File: config.mk
export PLATFORM = sky130hd
export DESIGN_NAME = cv32e40p_recovery_ctrl
export DESIGN_NICKNAME = d
export VERILOG_FILES = /design/src/rtl/cv32e40p_recovery_ctrl.sv
export SDC_FILE = /design/constraint.sdc
export NUM_CORES = 1
export LEC_CHECK = 0
export CORE_AREA = 3 3 238 240
export CTS_CLUSTER_DIAMETER = 200
export CTS_CLUSTER_SIZE = 20
export DETAILED_ROUTE_END_ITERATION = 8
export DIE_AREA = 0 0 241 243
export RECOVER_POWER = 25
export SYNTH_ARGS = -nofsm -noshare
export SYNTH_HDL_FRONTEND = slang
export SYNTH_SLANG_ARGS = --single-unit
File: constraint.sdc
create_clock -name clk_i -period 7.9 [get_ports clk_i]
set_input_delay 0.79 -clock clk_i [delete_from_list [all_inputs] [get_ports clk_i]]
set_output_delay 0.79 -clock clk_i [all_outputs]
set_load 0.02 [all_outputs]
File: src/rtl/cv32e40p_recovery_ctrl.sv
// Restore sequencer for a faulted cv32e40p core: setback, register-file replay from the
// checkpoint RF, then PC/CSR recovery, finishing with a one-cycle done pulse.
module cv32e40p_recovery_ctrl #(
    parameter int unsigned FPU_RF         = 0,
    parameter int unsigned SETBACK_CYCLES = 2
) (
    input  logic        clk_i,
    input  logic        rst_i,
    input  logic        start_i,
    output logic        busy_o,
    output logic        done_o,
    output logic        setback_o,
    output logic        recover_o,
    output logic [5:0]  backup_raddr_a_o,
    output logic [5:0]  backup_raddr_b_o,
    input  logic [31:0] backup_rdata_a_i,
    input  logic [31:0] backup_rdata_b_i,
    output logic        regfile_we_a_o,
    output logic [5:0]  regfile_waddr_a_o,
    output logic [31:0] regfile_wdata_a_o,
    output logic        regfile_we_b_o,
    output logic [5:0]  regfile_waddr_b_o,
    output logic [31:0] regfile_wdata_b_o,
    input  logic [31:0] backup_program_counter_i,
    input  logic        backup_branch_i,
    input  logic [31:0] backup_branch_addr_i,
    input  logic [6:0]  backup_mstatus_i,
    input  logic [31:0] backup_mie_i,
    input  logic [23:0] backup_mtvec_i,
    input  logic [31:0] backup_mscratch_i,
    input  logic [31:0] backup_mip_i,
    input  logic [31:0] backup_mepc_i,
    input  logic [5:0]  backup_mcause_i,
    output logic        pc_recover_o,
    output logic [31:0] recovery_program_counter_o,
    output logic        recovery_branch_o,
    output logic [31:0] recovery_branch_addr_o,
    output logic [6:0]  recovery_mstatus_o,
    output logic [31:0] recovery_mie_o,
    output logic [23:0] recovery_mtvec_o,
    output logic [31:0] recovery_mscratch_o,
    output logic [31:0] recovery_mip_o,
    output logic [31:0] recovery_mepc_o,
    output logic [5:0]  recovery_mcause_o
);

    localparam logic [5:0] LastAddr = (FPU_RF != 0) ? 6'd63 : 6'd31;
    localparam logic [5:0] LastPair = LastAddr - 6'd2;
    localparam logic [3:0] SbLoad   = 4'(SETBACK_CYCLES - 1);

    typedef enum logic [2:0] {
        StIdle,
        StSetback,
        StRfRead,
        StRfDrain,
        StPc,
        StDone
    } state_e;

    state_e     state_q;
    logic [3:0] sb_cnt_q;
    logic       we_a_q;
    logic       we_b_q;
    logic [5:0] waddr_a_q;
    logic [5:0] waddr_b_q;

    always_ff @(posedge clk_i or posedge rst_i) begin
        if (rst_i) begin
            state_q                    <= StIdle;
            sb_cnt_q                   <= 4'd0;
            busy_o                     <= 1'b0;
            done_o                     <= 1'b0;
            setback_o                  <= 1'b0;
            recover_o                  <= 1'b0;
            pc_recover_o               <= 1'b0;
            backup_raddr_a_o           <= 6'd0;
            backup_raddr_b_o           <= 6'd0;
            we_a_q                     <= 1'b0;
            we_b_q                     <= 1'b0;
            waddr_a_q                  <= 6'd0;
            waddr_b_q                  <= 6'd0;
            recovery_program_counter_o <= 32'd0;
            recovery_branch_o          <= 1'b0;
            recovery_branch_addr_o     <= 32'd0;
            recovery_mstatus_o         <= 7'd0;
            recovery_mie_o             <= 32'd0;
            recovery_mtvec_o           <= 24'd0;
            recovery_mscratch_o        <= 32'd0;
            recovery_mip_o             <= 32'd0;
            recovery_mepc_o            <= 32'd0;
            recovery_mcause_o          <= 6'd0;
        end else begin
            // Write stage replays last cycle's read address; data arrives with 1-cycle latency.
            we_a_q    <= (state_q == StRfRead);
            we_b_q    <= (state_q == StRfRead) && (backup_raddr_b_o != 6'd0);
            waddr_a_q <= (state_q == StRfRead) ? backup_raddr_a_o : 6'd0;
            waddr_b_q <= (state_q == StRfRead) ? backup_raddr_b_o : 6'd0;

            unique case (state_q)
                StIdle: begin
                    if (start_i) begin
                        state_q                    <= StSetback;
                        busy_o                     <= 1'b1;
                        setback_o                  <= 1'b1;
                        sb_cnt_q                   <= SbLoad;
                        recovery_program_counter_o <= backup_program_counter_i;
                        recovery_branch_o          <= backup_branch_i;
                        recovery_branch_addr_o     <= backup_branch_addr_i;
                        recovery_mstatus_o         <= backup_mstatus_i;
                        recovery_mie_o             <= backup_mie_i;
                        recovery_mtvec_o           <= backup_mtvec_i;
                        recovery_mscratch_o        <= backup_mscratch_i;
                        recovery_mip_o             <= backup_mip_i;
                        recovery_mepc_o            <= backup_mepc_i;
                        recovery_mcause_o          <= backup_mcause_i;
                    end
                end
                StSetback: begin
                    if (sb_cnt_q == 4'd0) begin
                        state_q          <= StRfRead;
                        setback_o        <= 1'b0;
                        recover_o        <= 1'b1;
                        backup_raddr_a_o <= 6'd1;
                        backup_raddr_b_o <= 6'd2;
                    end else begin
                        sb_cnt_q <= sb_cnt_q - 4'd1;
                    end
                end
                StRfRead: begin
                    if (backup_raddr_a_o == LastAddr) begin
                        state_q          <= StRfDrain;
                        backup_raddr_a_o <= 6'd0;
                        backup_raddr_b_o <= 6'd0;
                    end else if (backup_raddr_a_o == LastPair) begin
                        // Odd register count: the top register is read alone.
                        backup_raddr_a_o <= LastAddr;
                        backup_raddr_b_o <= 6'd0;
                    end else begin
                        backup_raddr_a_o <= backup_raddr_a_o + 6'd2;
                        backup_raddr_b_o <= backup_raddr_b_o + 6'd2;
                    end
                end
                StRfDrain: begin
                    state_q      <= StPc;
                    pc_recover_o <= 1'b1;
                end
                StPc: begin
                    state_q      <= StDone;
                    pc_recover_o <= 1'b0;
                    recover_o    <= 1'b0;
                    done_o       <= 1'b1;
                end
                StDone: begin
                    state_q <= StIdle;
                    done_o  <= 1'b0;
                    busy_o  <= 1'b0;
                end
                default: begin
                    state_q <= StIdle;
                end
            endcase
        end
    end

    assign regfile_we_a_o    = we_a_q;
    assign regfile_waddr_a_o = waddr_a_q;
    assign regfile_wdata_a_o = we_a_q ? backup_rdata_a_i : 32'd0;
    assign regfile_we_b_o    = we_b_q;
    assign regfile_waddr_b_o = waddr_b_q;
    assign regfile_wdata_b_o = we_b_q ? backup_rdata_b_i : 32'd0;

    // x0 is hardwired in the core and must never appear on a recovery write port.
    a_no_x0_a: assert property (@(posedge clk_i) disable iff (rst_i)
        regfile_we_a_o |-> (regfile_waddr_a_o != 6'd0));
    a_no_x0_b: assert property (@(posedge clk_i) disable iff (rst_i)
        regfile_we_b_o |-> (regfile_waddr_b_o != 6'd0));
    a_done_once: assert property (@(posedge clk_i) disable iff (rst_i)
        done_o |=> !done_o);

endmodule
* Word-level counts from Yosys, hierarchy flattened *
Cells that the tools add are included.

word-level totals
  word-level logic and storage cells = 81
  register bits = 268
  bits of input ports = 297
  output and inout port bits = 325

cells by class
  equal/unequal tests = 11
  reduce and logical (&&, ||, !) cells = 17
  mux-type cells = 27
  add/sub/neg operators = 3

operators by type and width
  operator                                                               count
  32-bit two-way mux                                                     2
  6-bit two-way mux                                                      8
  6-bit case mux with 2 select lines                                     2
  3-bit case mux with 5 select lines                                     1
  6-bit by 2-bit adder with 6-bit output, second input constant          2
  6-bit by 5-bit equality test with 1-bit output, second input constant  2
  2-bit nonzero test                                                     6
  1-bit case mux with 2 select lines                                     5
  3-bit two-way mux                                                      3
  3-bit AND reduction                                                    3
  4-bit two-way mux                                                      2
  4-bit case mux with 2 select lines                                     1
  2-bit AND reduction                                                    4
  3-bit by 2-bit equality test with 1-bit output, second input constant  2
  3-bit equality test, second input constant                             2
  2-bit != test, second input constant                                   3
  6-bit nonzero test                                                     1
  4-bit logical NOT                                                      1
  4-bit by 1-bit subtractor with 4-bit output, second input constant     1
  3-bit by 1-bit equality test with 1-bit output, second input constant  1
  3-bit logical NOT                                                      1
  1-bit two-way mux                                                      3
  2-bit by 1-bit != test with 1-bit output, second input constant        1
  1-bit logical AND                                                      1

* Depth between registers and ports, before layout *
Gate-level depths: netlist of run 1.

  depth in word-level cells = 4
  gate-level depth with buffers = 7
  depth with buffers taken out = 6

* Worst setup path before layout of run 1 *
Ideal clock, no wire load.

  kind = in2out
  start = in backup_rdata_a_i[0]
  end = out regfile_wdata_a_o[0]
  path buffers = 0
  stages on the path = 1
  arrival = 1.006 ns
  setup slack = 6.104 ns
  required time = 7.110 ns
  path through = and2_1

on the way
  cells in the longest elaborated chain, start to end = 1

RTL lines
  element             RTL line  RTL
  start, declared     16        input logic [31:0] backup_rdata_a_i,
  32-bit two-way mux  167       assign regfile_wdata_a_o = we_a_q ? backup_rdata_a_i : 32'd0;
  end, declared       20        output logic [31:0] regfile_wdata_a_o,

No other way between the ends.

==> metrics.yaml, run 1 <==
regToRegStartpoint: "state_q[0]$_DFFE_PP0P_"
boundaryPins: 622
cts_buffers: 17
seqPwrFrac: 0.353
grt_antenna_before_repair: 0
skew_ps: 27.2
cts.sinks: 267
r2r_cells: 4
critical_path_arrival_ps: 4370
p_int_w: 0.00430
path_clk_slew_ps: 80
crit_path_start: "rst_i"
drc: 0
dp_hpwl_um: 26600
cts_setup_buffers: 0
grt_setup_unrepaired: "no"
h-tree-depth: 1
grt_usage: 0.112
syn2layout_area_growth_pct: 66.9
cts-root-buf: "clkbuf_16"
design_power_total_w: 0.00689
antenna_cells: 0
netlist_instances: 700
p_per_area_mw_per_mm2: 385
cts_resized: 0
dr.pass1.iters: 4
gp_routability_congestion: 0.895
required_ps: 8430
drtIter0Drc: 211
syn_area_per_cell_um2: 15.3
min_period_ps: 3840
nFillCells: 5436
cp-end-kind: "async pin"
seq_area_frac_synth: 0.623
cts.path.max_buffers: 3
synth_cell_types: 39
placementRows: 86
violations: "max-capacitance violations, max-slew violations"
synth-edff-count: 0
yosys_register_bits: 267
yosysWarnings: 0
layoutNonFillerInstCount: 2009
ys.flop_type: "dfrtp_1"
irDropWorstVdd_uv: 238
overflow: 0
switching_share: 0.375
status: "complete, but fails checks"
grt_pass1_wl_um: 51500
first_global_vias: 8559
die_x_um: 241
numPortBuffers: 620
wl_per_cell_um: 17.4
rrSetupSlack_ps: 4530
cts_tree: "yes"
ant_nets: 0
final-hold-violation-count: 0
power.switching_w: 0.00259
endpoint: "regfile_waddr_a_o[0]$_DFF_PP0_"
cts_hold_buf: 0
routed_wl_um: 34900
synth.area.top_cells: "dfrtp_1 (62%), mux2_2 (14%), mux2_1 (11%)"
syn_area_mm2: 0.0107
clkLatencyLatePin_ps: 510
final_max_slew_viol_count: 48
fin_area_mm2: 0.0179
pwr-share-clk: 0.124
period_share: 0.486
yosysTopAreaCellShare: 0.623
grt_max_degree: 161
hold_class: "reg -> reg"
combPwrFrac: 0.523
cp_max_fo: 70
drive_above_1_share: 0.118
tns_ps: 0
fp.coreArea_mm2: 0.0549
worst_pin_slew_ps: 2680
setup_violations: 0
placedCellCount: 1991
postPlaceCellArea_mm2: 0.0175
nets: 1607
timing.slew.headroom: -0.789
path_class: "in -> async"
die_area_mm2: 0.0586
yosysTopAreaCell: "dfrtp_1"
start_util: 0.195
cap_viol_max_count: 1
vias: 7938
viasPerCell: 3.95
maxClockFrequency_mhz: 260
p_leak_nw: 7.15
die_height_um: 243
r2r-end: "recovery_mip_o[20]$_DFFE_PP0P_"
startpoint_type: "input pin"
async_flop_share: 1.00
power groups by stage:
stage | Clock, W | Sequential [W] | Combinational [W]
after floorplan | 0 | 0.00316 | 0.00117
after global placement | 0 | 0.00244 | 0.00363
after detailed placement | 0 | 0.00246 | 0.00366
after CTS | 0.000914 | 0.00245 | 0.00367
after global routing | 0.000956 | 0.00253 | 0.00382
final | 0.000855 | 0.00243 | 0.00360
per-layer routing:
layer / track usage / wire length [µm] / vias to the layer above
met2: 0.206 / 17900 / 345
met5: 0 / 0 / -
li1: - / - / 3606
met1: 0.126 / 13200 / 3956
met3: 0.0367 / 3200 / 31
met4: 0.0211 / 630 / 0
logic make-up (layout without fill, tap and decap cells):
family / Yosys count / in the layout / share of synthesized area
compound gates: 31 / 31 / 0.0200
xor+xnor: 5 / 5 / 0.00409
fa+ha+maj: 4 / 4 / 0.00467
buf+inv: 46 / 650 / 0.0411
flops: 267 / 267 / 0.623
mux: 230 / 230 / 0.242
other cells: 1 / 2 / 0.000350
simple gates: 116 / 116 / 0.0647
cells in the mapped netlist (all sizes together) (2+ instances only):
cell and instances:
o31ai 2, ha 4, mux2 230, clkbuf 7, and2 75, nor3b 4, nor3 3, nand3 5
xnor2 3, o21ai 8, nor2 8, a21o 2, buf 33, nor2b 4, inv 6, nand2 8
xor2 2, a21oi 5, o21a 2, a22o 6, o32ai 2, nand4 3, dfrtp 267
worst min path at each step:
stage,startpoint,end,depth (start not counted)
after global routing,recovery_mtvec_o[6]$_DFFE_PP0P_,recovery_mtvec_o[6]$_DFFE_PP0P_,1
after floorplan,sb_cnt_q[0]$_DFFE_PP0P_,sb_cnt_q[0]$_DFFE_PP0P_,1
after global placement,setback_o$_DFFE_PP0P_,setback_o$_DFFE_PP0P_,1
final,setback_o$_DFFE_PP0P_,setback_o$_DFFE_PP0P_,1
after detailed placement,setback_o$_DFFE_PP0P_,setback_o$_DFFE_PP0P_,1
after CTS,setback_o$_DFFE_PP0P_,setback_o$_DFFE_PP0P_,1
sequential cells by signal (all words and copies together), names as in the netlist, 4 cells and up:
signal and flops:
regfile_waddr_a_o 6, recovery_mscratch_o 32, recovery_program_counter_o 32, recovery_mcause_o 6
recovery_branch_addr_o 32, recovery_mepc_o 32, backup_raddr_b_o 5, recovery_mtvec_o 24
recovery_mie_o 32, recovery_mstatus_o 7, sb_cnt_q 4, backup_raddr_a_o 6
recovery_mip_o 32, regfile_waddr_b_o 6
worst max-delay path, stage by stage:
cell	delay [ps]
dlygate4sd3_1	570
clkinvlp_4	70
clkbuf_1	1890
buf_4	950
placed cells by master, fill, tap and decap left out, types with 6 or more instances in the layout:
cell / instances
clkbuf_16: 17
clkdlybuf4s50_1: 615
nand2_1: 8
and2_1: 68
and2_0: 7
a22o_1: 6
mux2_1: 100
dfrtp_1: 267
o21ai_0: 8
nor2_1: 8
mux2_2: 130
metrics by stage:
step / setup WS, ps / utilization / hold WS (ps)
floorplan: 3580 / - / 468
global placement: 4140 / 0.318 / 463
detailed placement: 4050 / 0.318 / 466
CTS: 4630 / 0.327 / 485
global route: 3560 / 0.326 / 502
finish: 4060 / 0.326 / 481
layout make-up:
type / count / area [µm²] / area share
Sequential cell: 267 / 6680 / 0.373
Timing Repair Buffer: 626 / 6270 / 0.350
Multi-Input combinational cell: 388 / 3590 / 0.201
Tap cell: 704 / 881 / 0.0492
Clock buffer: 17 / 425 / 0.0238
Inverter: 6 / 26.3 / 0.00147
Clock inverter: 1 / 16.3 / 0.000909
Note: power is estimated with default switching activity, not from simulation.
==> run 2, diff against run 1 <==
==> constraint.sdc (replaced) <==
create_clock -name clk_i -period 3.8 [get_ports clk_i]
set_input_delay 0.38 -clock clk_i [delete_from_list [all_inputs] [get_ports clk_i]]
set_output_delay 0.38 -clock clk_i [all_outputs]
set_load 0.02 [all_outputs]
==> run 2 against run 1 <==
Net effect:
- the flow now finishes without violations
- critical path depth decreased by 2
- clock skew shrank 4.9 ps
- global-route usage grew 0.20 points
- first-iteration DRC count is 36% lower
- critical endpoint is now regfile_wdata_b_o[27]
==> metrics.yaml, run 2 (synthesis gave the netlist of run 1 again) <==
path_class: "reg -> out"
p_leak_nw: 7.20
regToRegStartpoint: "state_q[0]$_DFFE_PP0P_"
routed_wl_um: 35300
timing.slew.headroom: 0.183
path_clk_slew_ps: 80
drt-met1-wl_um: 13500
hold_class: "in -> reg"
syn2layout_area_growth_pct: 67.9
final-hold-violation-count: 0
final_cell_mix: "clkdlybuf4s50_1 (619), dfrtp_1 (267), mux2_2 (130)"
cts_setup_buffers: 0
nets: 1613
ant_nets: 0
first_global_vias: 8878
clkLatencyLatePin_ps: 520
setup_violations: 0
overflow: 0
top_layer_used: "met4"
cts_resized: 0
cts_hold_buf: 0
postPlaceCellArea_mm2: 0.0176
dp_hpwl_um: 27300
cts.path.max_buffers: 3
h-tree-depth: 1
worst_pin_slew_ps: 1220
cts-root-buf: "clkbuf_16"
dpl_worst_slack_ps: 1330
gp_routability_congestion: 0.894
rrSetupSlack_ps: 1430
irDropWorstVdd_uv: 612
skew_ps: 22.3
nFillCells: 5423
r2r-end: "backup_raddr_a_o[5]$_DFFE_PP0P_"
cp_max_fo: 33
hold_start: "backup_mie_i[23]"
cts_buffers: 17
cp-end-kind: "output pin"
start_util: 0.195
die_height_um: 243
fp.coreArea_mm2: 0.0549
period_share: 0.703
grt_usage: 0.114
drc: 0
cap_viol_max_count: 0
hold-path-cell-count: 2
die_x_um: 241
dr.pass1.iters: 4
fin_area_mm2: 0.0180
vias: 7902
grt_antenna_before_repair: 0
drtIter0Drc: 135
status: "complete, no violations"
cts.sinks: 267
dr_wl_met3_um: 3010
grt_max_degree: 129
drive_above_1_share: 0.121
numPortBuffers: 620
multi_input_area_mm2: 0.00361
required_ps: 3420
placementRows: 86
wl_per_cell_um: 17.5
die_area_mm2: 0.0586
p_per_area_mw_per_mm2: 800
min_period_ps: 2670
critical_path_arrival_ps: 2290
final_max_slew_viol_count: 0
viasPerCell: 3.92
r2r_cells: 5
grt_setup_unrepaired: "no"
grt_pass1_wl_um: 52600
wl_met2_um: 18200
regArea_mm2: 0.00668
min_to: "recovery_mie_o[23]$_DFFE_PP0P_"
antenna_cells: 0
layout_commonest_cell: "clkdlybuf4s50_1"
maxClockFrequency_mhz: 374
cts_tree: "yes"
startpoint_type: "register"
boundaryPins: 622
timing.final.ws_setup_ps: 1130
==> run 2: metal layers <==
metal	vias to the layer above	track usage
li1	3612	-
met1	3924	0.126
met2	338	0.213
met3	28	0.0365
met4	0	0.0213
met5	-	0
==> run 2: final cells by class <==
class	instances	share of cell area
Clock buffer	17	0.0236
Clock inverter	2	0.00139
Inverter	6	0.00132
Multi-Input combinational cell	388	0.201
Sequential cell	267	0.371
Tap cell	704	0.0489
Timing Repair Buffer	632	0.353
==> run 2: worst max-delay path by stage <==
| stage | to | start | depth (start not counted) | slack, ps |
|---|---|---|---|---|
| after floorplan | backup_raddr_a_o[0]$_DFFE_PP0P_ | rst_i | 1 | -110 |
| after global placement | recovery_mip_o[7]$_DFFE_PP0P_ | start_i | 4 | 1370 |
| after detailed placement | recovery_mip_o[0]$_DFFE_PP0P_ | start_i | 4 | 1330 |
| after CTS | regfile_wdata_b_o[27] | regfile_we_b_o$_DFF_PP0_ | 2 | 1130 |
| after global routing | regfile_wdata_b_o[27] | regfile_we_b_o$_DFF_PP0_ | 2 | 1010 |
| final | regfile_wdata_b_o[27] | regfile_we_b_o$_DFF_PP0_ | 2 | 1130 |
==> run 2: metrics by stage <==
step | util | hold WS [ps] | total power, W | TNS, ps | instances
finish | 0.328 | 440 | 0.0144 | 0 | 2016
global route | 0.328 | 411 | 0.0153 | 0 | 2016
CTS | 0.328 | 234 | 0.0147 | 0 | 2016
detailed placement | 0.320 | 473 | 0.0128 | 0 | 1997
global placement | 0.320 | 467 | 0.0126 | 0 | 1997
floorplan | - | 468 | 0.00901 | -28160 | 701
==> run 2: where the power goes <==
group / switching (W) / internal (W)
sequential: 0.000844 / 0.00421
combinational: 0.00358 / 0.00396
clock: 0.000986 / 0.000814
total: 0.00541 / 0.00898
==> run 2: worst max-delay path: stages, from the launching register on <==
cell and delay, ps:
dfrtp_1 840, and2_1 290, clkdlybuf4s50_1 640
==> run 3, diff against run 2 <==
==> constraint.sdc (replaced) <==
create_clock -name clk_i -period 2.8 [get_ports clk_i]
set_input_delay 0.28 -clock clk_i [delete_from_list [all_inputs] [get_ports clk_i]]
set_output_delay 0.28 -clock clk_i [all_outputs]
set_load 0.02 [all_outputs]
==> run 3 against run 2 <==
Net effect:
- first-iteration DRC count is 24% higher
- die area stayed put
- clock power is 35% higher
- critical path type unchanged
- critical endpoint is now regfile_wdata_b_o[28]
- highest routed layer is now met5
==> metrics.yaml, run 3 (synthesis gave the netlist of run 1 again) <==
cts.sinks: 267
use_met1: 0.132
min_period_ps: 2540
h-tree-depth: 1
path_class: "reg -> out"
regToRegStartpoint: "state_q[0]$_DFFE_PP0P_"
rrSetupSlack_ps: 600
required_ps: 2520
r2r-end: "recovery_branch_addr_o[30]$_DFFE_PP0P_"
drive_above_1_share: 0.128
regArea_mm2: 0.00668
status: "complete, no violations"
dp_hpwl_um: 28400
overflow: 0
layout_commonest_cell: "clkdlybuf4s50_1"
setup_violations: 0
design_power_total_w: 0.0196
min_to: "recovery_mtvec_o[4]$_DFFE_PP0P_"
start_util: 0.195
r2r_cells: 4
viasPerCell: 3.93
cap_viol_max_count: 0
path_cells: "and2_1, clkdlybuf4s50_1"
grt_pass1_wl_um: 53600
grt_max_degree: 67
placementRows: 86
multi_input_area_mm2: 0.00361
cts_hold_buf: 0
numPortBuffers: 620
vias: 7968
maxClockFrequency_mhz: 393
cts_buffers: 17
syn2layout_area_growth_pct: 68.5
die_x_um: 241
ant_nets: 0
hold_class: "in -> reg"
drtIter0Drc: 167
path_clk_slew_ps: 90
cp_max_fo: 33
fp.coreArea_mm2: 0.0549
cts_tree: "yes"
cp-end-kind: "output pin"
drc: 0
critPathSlowestCell: "dfrtp_1"
layoutNonFillerInstCount: 2030
grt_util_met2: 0.212
final_max_slew_viol_count: 0
final-hold-violation-count: 0
dr.pass1.iters: 4
crit_path_max_incr_delay_ps: 820
gp_routability_congestion: 0.888
final_cell_mix: "clkdlybuf4s50_1 (619), dfrtp_1 (267), mux2_2 (130)"
cts-root-buf: "clkbuf_16"
worst_pin_slew_ps: 1260
irDropWorstVdd_uv: 651
grt_use_met3: 0.0395
p_leak_nw: 7.25
grt_usage: 0.117
period_share: 0.908
grt_antenna_before_repair: 2
nets: 1627
wl_per_cell_um: 17.8
fin_area_mm2: 0.0181
nFillCells: 5437
p_per_area_mw_per_mm2: 1090
first_global_vias: 8836
grt-busiest-layer: "met2"
hold_ws_ps: 354
cts_resized: 0
timing.slew.headroom: 0.158
postPlaceCellArea_mm2: 0.0177
startpoint_type: "register"
cts_setup_buffers: 0
die_area_mm2: 0.0586
placedCellCount: 2011
skew_ps: 21.9
clkLatencyLatePin_ps: 520
grt_setup_unrepaired: "no"
routed_wl_um: 36200
die_height_um: 243
critical_path_arrival_ps: 2260
hold-path-cell-count: 2
boundaryPins: 622
cts.path.max_buffers: 3
hold_start: "backup_mtvec_i[4]"
-- run 3: how the worst max path moves through the flow --
stage	from	to	slack [ps]	cells past startpoint
floorplan	rst_i	backup_raddr_a_o[0]$_DFFE_PP0P_	-1010	1
global placement	start_i	recovery_branch_addr_o[30]$_DFFE_PP0P_	540	5
detailed placement	start_i	recovery_branch_addr_o[26]$_DFFE_PP0P_	490	5
CTS	regfile_we_a_o$_DFF_PP0_	regfile_wdata_a_o[15]	200	2
global route	regfile_we_b_o$_DFF_PP0_	regfile_wdata_b_o[28]	120	2
finish	regfile_we_b_o$_DFF_PP0_	regfile_wdata_b_o[28]	260	2
-- run 3: final cells by class --
cell class                      count  area share
Clock buffer                       17      0.0236
Clock inverter                      1    0.000901
Timing Repair Buffer              646       0.355
Multi-Input combinational cell    388       0.200
Sequential cell                   267       0.370
Inverter                            6     0.00132
Antenna cell                        1    0.000139
Tap cell                          704      0.0488
-- run 3: critical path, delay by kind of cell, from the launching register on --
| kind | cells | cell delay (ps) |
|---|---|---|
| AND/OR/NAND/NOR | 1 | 280 |
| flip-flops | 1 | 820 |
| buffers and inverters | 1 | 640 |
-- run 3: where the power goes --
group / internal (W) / switching, W
clock network: 0.00110 / 0.00133
logic: 0.00544 / 0.00489
registers: 0.00571 / 0.00117
-- run 3: per-layer routing --
metal,vias to the layer above,share of wire
li1,3654,-
met1,3922,0.38
met2,350,0.51
met3,40,0.094
met4,2,0.022
met5,-,0.00036
-- run 3: stage by stage --
stage / setup WS, ps / utilization / TNS (ps)
after floorplan: -1010 / - / -268460
after detailed placement: 487 / 0.322 / 0
final: 256 / 0.329 / 0
after global routing: 116 / 0.329 / 0
after CTS: 203 / 0.330 / 0
after global placement: 538 / 0.322 / 0
